$ cat src/rtl/seq_mult16.sv
// seq_mult16: sequential 16x16 shift-add multiplier, one partial-product add per clock.
// Operands arrive on an in_valid/in_ready handshake; the 32-bit product with zero and
// 16-bit-overflow flags leaves on an out_valid/out_ready handshake.
// Optional build macro SEQ_MULT_SIGNED_EN: two's complement operands (adds a NEG state).

// 16-bit carry-lookahead adder: 4-bit groups with a second lookahead level across groups.
module sixteen_bit_full_adder (
    input  logic [15:0] Num_1,
    input  logic [15:0] Num_2,
    input  logic        Cin,
    output logic [15:0] Sum,
    output logic        Cout
);
    logic [15:0] g;
    logic [15:0] p;
    logic [16:0] c;
    logic [3:0]  gg;
    logic [3:0]  gp;
    logic [4:0]  cg;

    assign g = Num_1 & Num_2;
    assign p = Num_1 ^ Num_2;

    // Group generate/propagate, group carries, then bit carries inside each group.
    always_comb begin
        gg    = '0;
        gp    = '0;
        cg    = '0;
        c     = '0;
        cg[0] = Cin;
        for (int k = 0; k < 4; k++) begin
            gp[k]   = &p[4*k +: 4];
            gg[k]   = g[4*k+3]
                    | (p[4*k+3] & g[4*k+2])
                    | (p[4*k+3] & p[4*k+2] & g[4*k+1])
                    | (p[4*k+3] & p[4*k+2] & p[4*k+1] & g[4*k]);
            cg[k+1] = gg[k] | (gp[k] & cg[k]);
        end
        c[0] = Cin;
        for (int i = 0; i < 16; i++) begin
            c[i+1] = ((i % 4) == 3) ? cg[i/4 + 1] : (g[i] | (p[i] & c[i]));
        end
    end

    assign Sum  = p ^ c[15:0];
    assign Cout = c[16];
endmodule

module seq_mult16 (
    input  logic        clk,
    input  logic        rst_n,
    input  logic        in_valid,
    output logic        in_ready,
    input  logic [15:0] a,
    input  logic [15:0] b,
    output logic        out_valid,
    input  logic        out_ready,
    output logic [31:0] prod,
    output logic        zf,
    output logic        ovf16,
    output logic        busy
);
    localparam int unsigned W     = 16;
    localparam int unsigned CNT_W = 4;

    typedef enum logic [1:0] {
        S_IDLE = 2'd0,
        S_RUN  = 2'd1,
        S_DONE = 2'd2,
        S_NEG  = 2'd3
    } state_t;

    state_t             state, state_nxt;
    logic [W-1:0]       a_q, a_nxt;
    logic [W-1:0]       hi_q, hi_nxt;
    logic [W-1:0]       q_q, q_nxt;
    logic [CNT_W-1:0]   cnt_q, cnt_nxt;
    logic [2*W-1:0]     prod_nxt;
    logic               zf_nxt;
    logic               ovf_nxt;
    logic               in_ready_nxt;
    logic               out_valid_nxt;
    logic               busy_nxt;
    logic [W-1:0]       add_sum;
    logic               add_cout;
`ifdef SEQ_MULT_SIGNED_EN
    logic               sign_q, sign_nxt;
`endif

    // Single adder: accumulate the multiplicand when the current multiplier bit is set.
    sixteen_bit_full_adder u_add (
        .Num_1 (hi_q),
        .Num_2 (q_q[0] ? a_q : W'(0)),
        .Cin   (1'b0),
        .Sum   (add_sum),
        .Cout  (add_cout)
    );

    // State, datapath and registered-output flops.
    always_ff @(posedge clk or negedge rst_n) begin
        if (!rst_n) begin
            state     <= S_IDLE;
            a_q       <= '0;
            hi_q      <= '0;
            q_q       <= '0;
            cnt_q     <= '0;
            prod      <= '0;
            zf        <= 1'b0;
            ovf16     <= 1'b0;
            in_ready  <= 1'b1;
            out_valid <= 1'b0;
            busy      <= 1'b0;
`ifdef SEQ_MULT_SIGNED_EN
            sign_q    <= 1'b0;
`endif
        end else begin
            state     <= state_nxt;
            a_q       <= a_nxt;
            hi_q      <= hi_nxt;
            q_q       <= q_nxt;
            cnt_q     <= cnt_nxt;
            prod      <= prod_nxt;
            zf        <= zf_nxt;
            ovf16     <= ovf_nxt;
            in_ready  <= in_ready_nxt;
            out_valid <= out_valid_nxt;
            busy      <= busy_nxt;
`ifdef SEQ_MULT_SIGNED_EN
            sign_q    <= sign_nxt;
`endif
        end
    end

    // Next state and datapath updates: load, 16 shift-add iterations, optional negate.
    always_comb begin
        state_nxt = state;
        a_nxt     = a_q;
        hi_nxt    = hi_q;
        q_nxt     = q_q;
        cnt_nxt   = cnt_q;
`ifdef SEQ_MULT_SIGNED_EN
        sign_nxt  = sign_q;
`endif
        case (state)
            S_IDLE: begin
                if (in_valid) begin
`ifdef SEQ_MULT_SIGNED_EN
                    a_nxt    = a[W-1] ? W'(~a + W'(1)) : a;
                    q_nxt    = b[W-1] ? W'(~b + W'(1)) : b;
                    sign_nxt = a[W-1] ^ b[W-1];
`else
                    a_nxt    = a;
                    q_nxt    = b;
`endif
                    hi_nxt    = '0;
                    cnt_nxt   = '0;
                    state_nxt = S_RUN;
                end
            end
            S_RUN: begin
                {hi_nxt, q_nxt} = {add_cout, add_sum, q_q[W-1:1]};
                cnt_nxt         = cnt_q + CNT_W'(1);
                if (cnt_q == CNT_W'(W - 1)) begin
`ifdef SEQ_MULT_SIGNED_EN
                    state_nxt = S_NEG;
`else
                    state_nxt = S_DONE;
`endif
                end
            end
            S_NEG: begin
`ifdef SEQ_MULT_SIGNED_EN
                if (sign_q) begin
                    {hi_nxt, q_nxt} = (2*W)'(~{hi_q, q_q} + (2*W)'(1));
                end
                state_nxt = S_DONE;
`else
                state_nxt = S_IDLE;
`endif
            end
            S_DONE: begin
                if (out_ready) begin
                    state_nxt = S_IDLE;
                end
            end
            default: state_nxt = S_IDLE;
        endcase
    end

    // Next values of the registered outputs; result and flags latch on entry to DONE.
    always_comb begin
        in_ready_nxt  = (state_nxt == S_IDLE);
        busy_nxt      = (state_nxt != S_IDLE);
        out_valid_nxt = (state_nxt == S_DONE);
        prod_nxt      = prod;
        zf_nxt        = zf;
        ovf_nxt       = ovf16;
        if ((state_nxt == S_DONE) && (state != S_DONE)) begin
            prod_nxt = {hi_nxt, q_nxt};
            zf_nxt   = ({hi_nxt, q_nxt} == (2*W)'(0));
`ifdef SEQ_MULT_SIGNED_EN
            ovf_nxt  = !((&hi_nxt && q_nxt[W-1]) || (~|hi_nxt && !q_nxt[W-1]));
`else
            ovf_nxt  = |hi_nxt;
`endif
        end
    end
endmodule

$ cat config.mk
export PLATFORM = sky130hd
export DESIGN_NAME = seq_mult16
export DESIGN_NICKNAME = d
export VERILOG_FILES = /design/src/rtl/seq_mult16.sv
export SDC_FILE = /design/constraint.sdc
export NUM_CORES = 1
export LEC_CHECK = 0
export ABC_AREA = 1
export CORE_MARGIN = 1.5
export CORE_UTILIZATION = 50
export DETAILED_ROUTE_END_ITERATION = 10
export DONT_BUFFER_PORTS = 1
export GPL_ROUTABILITY_DRIVEN = 1
export GPL_TIMING_DRIVEN = 1
export PLACE_DENSITY = 0.68
export SLEW_MARGIN = 20
export SYNTH_ARGS = -nofsm -noshare
export SYNTH_HDL_FRONTEND = slang
export SYNTH_SLANG_ARGS = --single-unit
$ cat constraint.sdc
create_clock -name clk -period 4.3 [get_ports clk]
set_input_delay 1.29 -clock clk [delete_from_list [all_inputs] [get_ports clk]]
set_output_delay 1.29 -clock clk [all_outputs]
set_load 0.05 [all_outputs]
==> qor.json, run 1 <==
{
  "status": "complete, but fails checks",
  "violations_in_the_final_reports": "DRC",
  "min_period_over_period_pct": 89.2,
  "grt.overflow.total": 0,
  "max_slew_margin_pct": 59.6,
  "timing.critical_path.cells": "nand2_1, inv_1, ha_1, nand2_1, nand2_1, nand2_1, nand2_1, nand2_1, nand2_1, nand2_1, nand2_1, inv_1, fa_1, fa_1, inv_1, fa_1, a22oi_2, nand2_1, nor2_1, nand2_1, nor2_1, nand3_1, nand2_1, nand2_1",
  "grt_antenna_before_repair": 0,
  "final_std_cell_area_no_fill_um2": 4830,
  "timing_worst_slew_pin_value_ns": 0.606,
  "port_buffers": 0,
  "post-cts-setup-buffers": 0,
  "diodes": 0,
  "post-synth-top-area-fraction_pct": 49.0,
  "floorplan.die.height_um": 98.8,
  "max-clock-path-buffers": 2,
  "power_per_cell_area_nw_per_um2": 837,
  "first_pass_iters": 7,
  "cts_made_buffers": 9,
  "synth_fp_nets": 628,
  "wl_per_cell_um": 14.6,
  "first_global_vias": 3467,
  "grt_met2_use_pct": 34.9,
  "avgSynthCellArea_um2": 8.14,
  "worstPathRequired_ns": 4.56,
  "worst_setup_slack_post_dpl_ns": 0.379,
  "tritoncts_clock_tree": "done",
  "timing_worst_setup_path_type": "reg -> reg",
  "synth.distinct_cells": 29,
  "post_cts.resized_instances": 0,
  "post_synth_inst_count": 564,
  "final-setup-viol-count": 0,
  "avgViaCountPerCell": 5.00,
  "grt_max_degree": 92,
  "wire_length_of_the_first_global_routing_pass_um": 16700,
  "critical_path.max_fanout": 17,
  "ant_nets": 0,
  "sequential_cell_area_um2": 2280,
  "cell_type_group_with_the_largest_total_delay_on_the_critical_path": "adder cells",
  "timing.max_cap.violations": 0,
  "global_route.usage.met1_pct": 29.7,
  "routed_wirelength_um": 9810,
  "gpl.final_weighted_congestion": 0.855,
  "p_leak_nw": 2.71,
  "route.detailed.drc": 3,
  "startpoint_type": "register",
  "timing.critical_path.slowest_stage_cell": "dfrtp_2",
  "multi_input_area_um2": 1860,
  "reg2reg_slack_ns": 0.46,
  "initial_utilization_pct": 52.2,
  "fin_tns_setup_ns": 0,
  "netlist_area_um2": 4590,
  "max-vdd-ir-drop_mv": 0.450,
  "h_tree_level_count": 3,
  "p_total_mw": 4.04,
  "fillCellCount": 843,
  "die-area_um2": 9770,
  "syn_to_final_growth_pct": 5.09,
  "yosysWarningCount": 0,
  "cp_num_buf_inv": 3,
  "final_net_count": 623,
  "dominant_cells_by_area_after_synthesis": "dfrtp_1 (49%), nand2_1 (15%), inv_1 (7.5%), nor2_1 (5.0%), fa_1 (4.8%)",
  "finalCoreUtilization_pct": 54.8,
  "layout_min_cycle_time_ns": 3.84,
  "ys_seq_area_share_pct": 49.6,
  "worst_setup_hold_path_clk_slew_ns": 0.09,
  "vias": 3359,
  "drt_first_iter_violations": 179,
  "crit_path_end_kind": "register",
  "worstSkewPairLatency_ns": 0.37,
  "io-pin-count": 73,
  "clockRootBuffer": "clkbuf_8",
  "gr-usage-met3_pct": 3.97,
  "post-dp-hpwl_um": 6730,
  "fmax_mhz": 261,
  "design.core.area_um2": 8810,
  "skew_ns": 0.0110,
  "crit_path_max_incr_delay_ns": 0.54,
  "rows": 34,
  "cp.arrival_ns": 4.10,
  "timing.hold.worst.class": "reg -> reg",
  "grt_use_total_pct": 21.8,
  "grt-busiest-layer": "met2",
  "floorplan.die.width_um": 98.8,
  "fraction_of_final_layout_cells_sized_beyond_drive_strength_1_pct": 5.32,
  "ys_seq_elements": 91,
  "post-route-worst-setup-slack_ns": 0.464,
  "postCtsHoldBufs": 0,
  "grt_setup_unrepaired": "false",
  "synth.largest_area_cell": "dfrtp_1",
  "crit_top_cell": "nand2_1",
  "maxSlewViolCount": 0,
  "cts.sinks": 91,
  "placed_cell_area_um2": 4640,
  "hold_viol": 0
}
report_power, final:
group | leakage, nW | switching [mW] | internal, mW
Sequential | 1.09 | 0.879 | 1.24
Clock | 0.0783 | 0.325 | 0.213
Combinational | 1.53 | 0.889 | 0.489
Total | 2.71 | 2.09 | 1.95
worst reg2reg max path, stage by stage (launching register included):
cell	delay (ns)
dfrtp_2	0.54
nand2_1	0.16
inv_1	0.06
ha_1	0.27
nand2_1	0.05
nand2_1	0.05
nand2_1	0.05
nand2_1	0.07
nand2_1	0.06
nand2_1	0.08
nand2_1	0.05
nand2_1	0.08
inv_1	0.06
fa_1	0.38
fa_1	0.37
inv_1	0.07
fa_1	0.42
a22oi_2	0.26
nand2_1	0.08
nor2_1	0.17
nand2_1	0.07
nor2_1	0.13
nand3_1	0.10
nand2_1	0.06
nand2_1	0.05
final timing paths:
| path | to | cells after the start | start |
|---|---|---|---|
| hold reg to reg | a_q[8] | 2 | a_q[8] |
| max in group asynchronous | in_ready | 0 | rst_n |
| hold / removal | a_q[8] | 2 | a_q[8] |
| setup / recovery | ovf16 | 24 | q_q[0] |
| min in group asynchronous | prod[23] | 0 | rst_n |
| setup reg to reg | ovf16 | 24 | q_q[0] |
final cells by class:
type                    count  area share [%]
clock buffers               9            2.57
clock inverters             7            1.09
inverters                  95            7.39
multi-input cells         360            38.6
flip-flops and latches     91            47.2
well taps                 108            2.80
repair buffers              2           0.311
cells by family (layout without fill, tap and decap cells):
family	count (synthesis)	count (layout)	synth area share, %
DFF	91	91	49.6
AOI/OAI and AO/OA	65	65	7.98
adders and majority gates	28	28	9.43
buffers and inverters	113	113	9.97
and+or+nand+nor	266	266	22.8
xor gates and xnor gates	1	1	0.191
routing by layer:
| layer | wire length [um] | up-vias |
|---|---|---|
| met2 | 4540 | 64 |
| met3 | 417 | 13 |
| met5 | 0 | - |
| met1 | 4700 | 1582 |
| met4 | 153 | 0 |
| li1 | - | 1700 |
sequential cells by signal, summed over array words and instances, names as in the netlist:
register,cells
a_q,16
busy,1
cnt_q,4
hi_q,16
in_ready,1
out_valid,1
ovf16,1
prod,32
q_q,16
state,2
zf,1
stage by stage:
stage	instances	hold slack, ns
2_1_floorplan	564	0.449
5_1_grt	672	0.499
3_3_place_gp	656	0.474
6_report	672	0.491
3_5_place_dp	656	0.470
4_1_cts	672	0.493
cells in the mapped netlist:
cell,instances
o21ai_1,2
ha_1,17
a41oi_1,1
o21ai_0,38
nor2_2,2
a21oi_1,11
buf_6,3
nand3_1,16
inv_1,92
inv_2,3
buf_2,3
nand2_4,3
o211ai_1,2
o31ai_1,2
nand2_1,183
o21a_1,3
dfstp_2,1
nand4_1,1
buf_4,2
a31oi_1,1
clkbuf_1,10
xor2_1,1
nor2_1,61
o211a_1,1
a22o_1,1
fa_1,11
dfrtp_1,90
o22ai_1,2
a22oi_2,1
cells in the final DEF (no fill, tap or decap), drive strengths merged:
master / n
ha: 17
clkinvlp: 4
nor2: 63
nand4: 1
a22o: 1
o211a: 1
a21oi: 11
nand3: 16
dfstp: 1
o31ai: 2
a31oi: 1
dfrtp: 90
o21ai: 40
o21a: 3
o211ai: 2
nand2: 186
o22ai: 2
buf: 2
clkbuf: 9
clkinv: 1
a22oi: 1
fa: 11
a41oi: 1
xor2: 1
inv: 97
Note: power is estimated with default switching activity, not from simulation.
==> run 2, diff against run 1 <==
--- a/config.mk
+++ b/config.mk
@@ -5,14 +5,13 @@
 export SDC_FILE = /design/constraint.sdc
 export NUM_CORES = 1
 export LEC_CHECK = 0
-export ABC_AREA = 1
 export CORE_MARGIN = 1.5
-export CORE_UTILIZATION = 50
+export CORE_UTILIZATION = 25
 export DETAILED_ROUTE_END_ITERATION = 10
 export DONT_BUFFER_PORTS = 1
 export GPL_ROUTABILITY_DRIVEN = 1
 export GPL_TIMING_DRIVEN = 1
-export PLACE_DENSITY = 0.68
+export PLACE_DENSITY = 0.41
 export SLEW_MARGIN = 20
 export SYNTH_ARGS = -nofsm -noshare
 export SYNTH_HDL_FRONTEND = slang
==> constraint.sdc (replaced) <==
create_clock -name clk -period 4.3 [get_ports clk]
set_input_delay 1.29 -clock clk [delete_from_list [all_inputs] [get_ports clk]]
set_output_delay 1.29 -clock clk [all_outputs]
set_load 0.02 [all_outputs]
==> qor.json, run 2 <==
{
  "route.detailed.drc": {"value": 0, "change": "-3"},
  "tritoncts_clock_tree": "done",
  "floorplan.die.width": {"value": 137, "unit": "um", "change": "+38%"},
  "die-area": {"value": 18600, "unit": "um^2", "change": "+91%"},
  "startpoint_type": "register",
  "layout.cells.most_common": "dfrtp_1",
  "worstPathRequired": {"value": 4.56, "unit": "ns", "change": "about the same"},
  "largest_register_by_flop_count": "prod",
  "final_worst_hold_slack": {"value": 0.465, "unit": "ns", "change": "-0.0259 ns"},
  "max-vdd-ir-drop": {"value": 0.245, "unit": "mV", "change": "-46%"},
  "synth_fp_nets": {"value": 451, "change": "-28%"},
  "regToRegStartpoint": "q_q[0]",
  "timing_worst_setup_path_type": "reg -> reg",
  "drt_first_iter_violations": {"value": 227, "change": "+27%"},
  "max_slew_margin": {"value": 53.6, "unit": "%", "change": "-6.0 points"},
  "clockRootBuffer": "clkbuf_16",
  "dominant_cells_by_area_after_synthesis": "dfrtp_1 (51%), mux2_2 (12%), fa_1 (4.9%), ha_1 (4.8%), nand2_1 (4.1%)",
  "first_global_vias": {"value": 3109, "change": "-10%"},
  "synth.distinct_cells": {"value": 38, "change": "+31%"},
  "fillCellCount": {"value": 1768, "change": "+110%"},
  "diodes": {"value": 0, "change": "unchanged"},
  "fmax": {"value": 260, "unit": "MHz", "change": "-0.38%"},
  "layout_min_cycle_time": {"value": 3.85, "unit": "ns", "change": "+0.0145 ns"},
  "timing.hold.worst.class": "reg -> reg",
  "grt.overflow.total": {"value": 0, "change": "unchanged"},
  "power_per_cell_area": {"value": 840, "unit": "nW/um^2", "change": "+0.38%"},
  "avgViaCountPerCell": {"value": 4.70, "change": "-6.0%"},
  "hold_path_startpoint": "cnt_q[3]",
  "largest_register_ffs": {"value": 32, "change": "unchanged"},
  "gpl.final_weighted_congestion": {"value": 0.852, "change": "-0.32%"},
  "ys.flop_type": "dfrtp_1",
  "grt_max_degree": {"value": 92, "change": "unchanged"},
  "crit_path_end_kind": "register",
  "synth-edff-count": {"value": 0, "change": "unchanged"},
  "design_internal_power": {"value": 2.51, "unit": "mW", "change": "+29%"},
  "post-synth-top-area-fraction": {"value": 50.5, "unit": "%", "change": "+1.5 points"},
  "timing.max_cap.violations": {"value": 0, "change": "unchanged"},
  "port_buffers": {"value": 0, "change": "unchanged"},
  "synth.largest_area_cell": "dfrtp_1",
  "share_comb_of_total_power": {"value": 38.4, "unit": "%", "change": "+4.3 points"},
  "reg2reg_slack": {"value": 0.45, "unit": "ns", "change": "about the same"},
  "cts.sinks": {"value": 91, "change": "unchanged"},
  "max-clock-path-buffers": {"value": 2, "change": "unchanged"},
  "synth.most_common_cell": "dfrtp_1",
  "floorplan.die.height": {"value": 137, "unit": "um", "change": "+38%"},
  "rows": {"value": 48, "change": "+41%"},
  "most_frequent_cells_in_the_layout": "dfrtp_1 (90), nand2_1 (48), mux2_2 (47)",
  "async_reset_ff_share": {"value": 100, "unit": "%", "change": "unchanged"},
  "grt_use_total": {"value": 12.7, "unit": "%", "change": "-9.2 points"},
  "wire_length_of_the_first_global_routing_pass": {"value": 17500, "unit": "um", "change": "+4.9%"},
  "share_clk_of_total_power": {"value": 19.8, "unit": "%", "change": "+6.5 points"},
  "final_net_count": {"value": 451, "change": "-28%"},
  "pwr-share-seq": {"value": 41.8, "unit": "%", "change": "-11 points"},
  "critical_path.max_fanout": {"value": 9, "change": "-8"},
  "syn_to_final_growth_pct": 12.6,
  "postCtsHoldBufs": {"value": 0, "change": "unchanged"},
  "wl_per_cell": {"value": 17.6, "unit": "um", "change": "+21%"},
  "h_tree_level_count": {"value": 3, "change": "unchanged"},
  "netlist_area": {"value": 4460, "unit": "um^2", "change": "-3.0%"},
  "hold_viol": {"value": 0, "change": "unchanged"},
  "synthTopCellsByCount": "dfrtp_1 (90), nand2_1 (49), mux2_2 (47)",
  "ant_nets": {"value": 0, "change": "unchanged"},
  "io-pin-count": {"value": 73, "change": "unchanged"},
  "routed_wirelength": {"value": 10900, "unit": "um", "change": "+11%"},
  "ys_seq_elements": {"value": 91, "change": "unchanged"},
  "grt_antenna_before_repair": {"value": 0, "change": "unchanged"},
  "min_period_over_period": {"value": 89.5, "unit": "%", "change": "+0.34 points"},
  "vias": {"value": 2899, "change": "-14%"},
  "design.core.area": {"value": 17400, "unit": "um^2", "change": "+97%"},
  "initial_utilization": {"value": 25.7, "unit": "%", "change": "-26 points"},
  "fraction_of_final_layout_cells_sized_beyond_drive_strength_1": {"value": 19.4, "unit": "%", "change": "+14 points"},
  "critical_path.startpoint": "q_q[0]",
  "timing_worst_slew_pin_value": {"value": 0.695, "unit": "ns", "change": "+0.0891 ns"},
  "avgSynthCellArea": {"value": 11.5, "unit": "um^2", "change": "+41%"},
  "first_pass_iters": {"value": 7, "change": "unchanged"},
  "cp.arrival": {"value": 4.11, "unit": "ns", "change": "about the same"},
  "netSwitchingPower": {"value": 1.70, "unit": "mW", "change": "-19%"},
  "post_synth_inst_count": {"value": 387, "change": "-31%"},
  "power.switching_fraction": {"value": 40.4, "unit": "%", "change": "-11 points"},
  "worst_setup_hold_path_clk_slew": {"value": 0.06, "unit": "ns", "change": "-0.03 ns"},
  "status": "complete, no violations",
  "grt_setup_unrepaired": "false",
  "fin_tns_setup": {"value": 0, "unit": "ns", "change": "unchanged"},
  "skew": {"value": 0.00576, "unit": "ns", "change": "-0.00529 ns"},
  "cts_made_buffers": {"value": 9, "change": "unchanged"},
  "worstSkewPairLatency": {"value": 0.34, "unit": "ns", "change": "-0.03 ns"},
  "yosysWarningCount": {"value": 0, "change": "unchanged"},
  "maxSlewViolCount": {"value": 0, "change": "unchanged"},
  "p_leak": {"value": 2.23, "unit": "nW", "change": "-18%"},
  "ys_seq_area_share": {"value": 51.1, "unit": "%", "change": "+1.5 points"},
  "final-setup-viol-count": {"value": 0, "change": "unchanged"},
  "post-dp-hpwl": {"value": 7690, "unit": "um", "change": "+14%"}
}
## run 2: changes by cell type after synthesis, moves of 16 or more
cell | previous run | this run
nand2b_1 | 0 | 17
nor2_1 | 61 | 8
a221o_1 | 0 | 16
nand2_1 | 183 | 49
inv_1 | 92 | 26
mux2_2 | 0 | 47
## run 2: critical path, stage by stage (launching register included)
cell     delay (ns)
dfrtp_1        0.48
and2_1         0.19
ha_1           0.33
nand2_1        0.06
o21ai_1        0.20
a21oi_1        0.16
fa_1           0.45
fa_1           0.42
fa_1           0.38
xnor2_1        0.16
nor4_1         0.29
a21oi_1        0.11
nor4_1         0.26
inv_1          0.11
o31ai_2        0.17
## run 2: through the flow
step	cell area [um^2]	total power, mW	instances	worst slack, ns	util [%]
after CTS	5010	4.29	617	0.341	28.9
after global routing	5020	4.57	617	0.0506	28.9
after detailed placement	4700	3.42	601	0.366	27.1
final	5020	4.21	617	0.450	28.9
after global placement	4700	3.40	601	0.482	27.1
after floorplan	4460	2.90	387	0.697	-
## run 2: cell families (layout without fill, tap and decap cells)
logic type | after synthesis | after routing | synth area share, %
fa+ha+maj | 28 | 28 | 9.72
simple gates | 97 | 97 | 10.6
xor+xnor | 4 | 4 | 0.786
buf+inv | 45 | 50 | 4.38
mux | 48 | 48 | 12.1
flops | 91 | 91 | 51.1
compound gates | 74 | 74 | 11.3
## run 2: worst paths after layout
path / end / depth (start not counted)
worst max-delay path: zf / 14
worst min-delay path: cnt_q[3] / 1
worst max register to register: zf / 14
worst min register to register: cnt_q[3] / 1
max in group asynchronous: in_ready / 0
min in group asynchronous: a_q[9] / 0
## run 2: cell type report
cell class | count | area [um^2] | share of cell area [%]
Tap cell | 225 | 282 | 5.61
Sequential cell | 91 | 2280 | 45.4
Timing Repair Buffer | 8 | 60.1 | 1.20
Multi-Input combinational cell | 251 | 1990 | 39.7
Clock buffer | 10 | 229 | 4.56
Inverter | 26 | 97.6 | 1.95
Clock inverter | 6 | 80.1 | 1.60
## run 2: power by group through the flow
stage,Sequential (mW),Combinational (mW),Clock [mW]
final,1.76,1.62,0.832
after global placement,1.79,1.61,0
after CTS,1.78,1.64,0.870
after detailed placement,1.79,1.63,0
after floorplan,1.67,1.23,0
after global routing,1.83,1.84,0.905
## run 2: repair_timing
item                                    4_1_cts  5_1_grt
endpoints found under the setup margin        0        2
buffers inserted                              0        0
resized for setup                             0        1
## run 2: layer usage
layer  share of wire [%]  up-vias  track usage, %
li1                    -     1347               -
met1                  45     1471            16.7
met2                  47       65            19.2
met3                 5.2       16            3.63
met4                 2.6        0            5.85
met5                   0        -               0
==> run 3, diff against run 2 <==
--- a/config.mk
+++ b/config.mk
@@ -7,6 +7,7 @@
 export LEC_CHECK = 0
 export CORE_MARGIN = 1.5
 export CORE_UTILIZATION = 25
+export CTS_CLUSTER_SIZE = 12
 export DETAILED_ROUTE_END_ITERATION = 10
 export DONT_BUFFER_PORTS = 1
 export GPL_ROUTABILITY_DRIVEN = 1
==> results of run 3 <==
Final layout, timing and power as in run 2 (identical DEF).
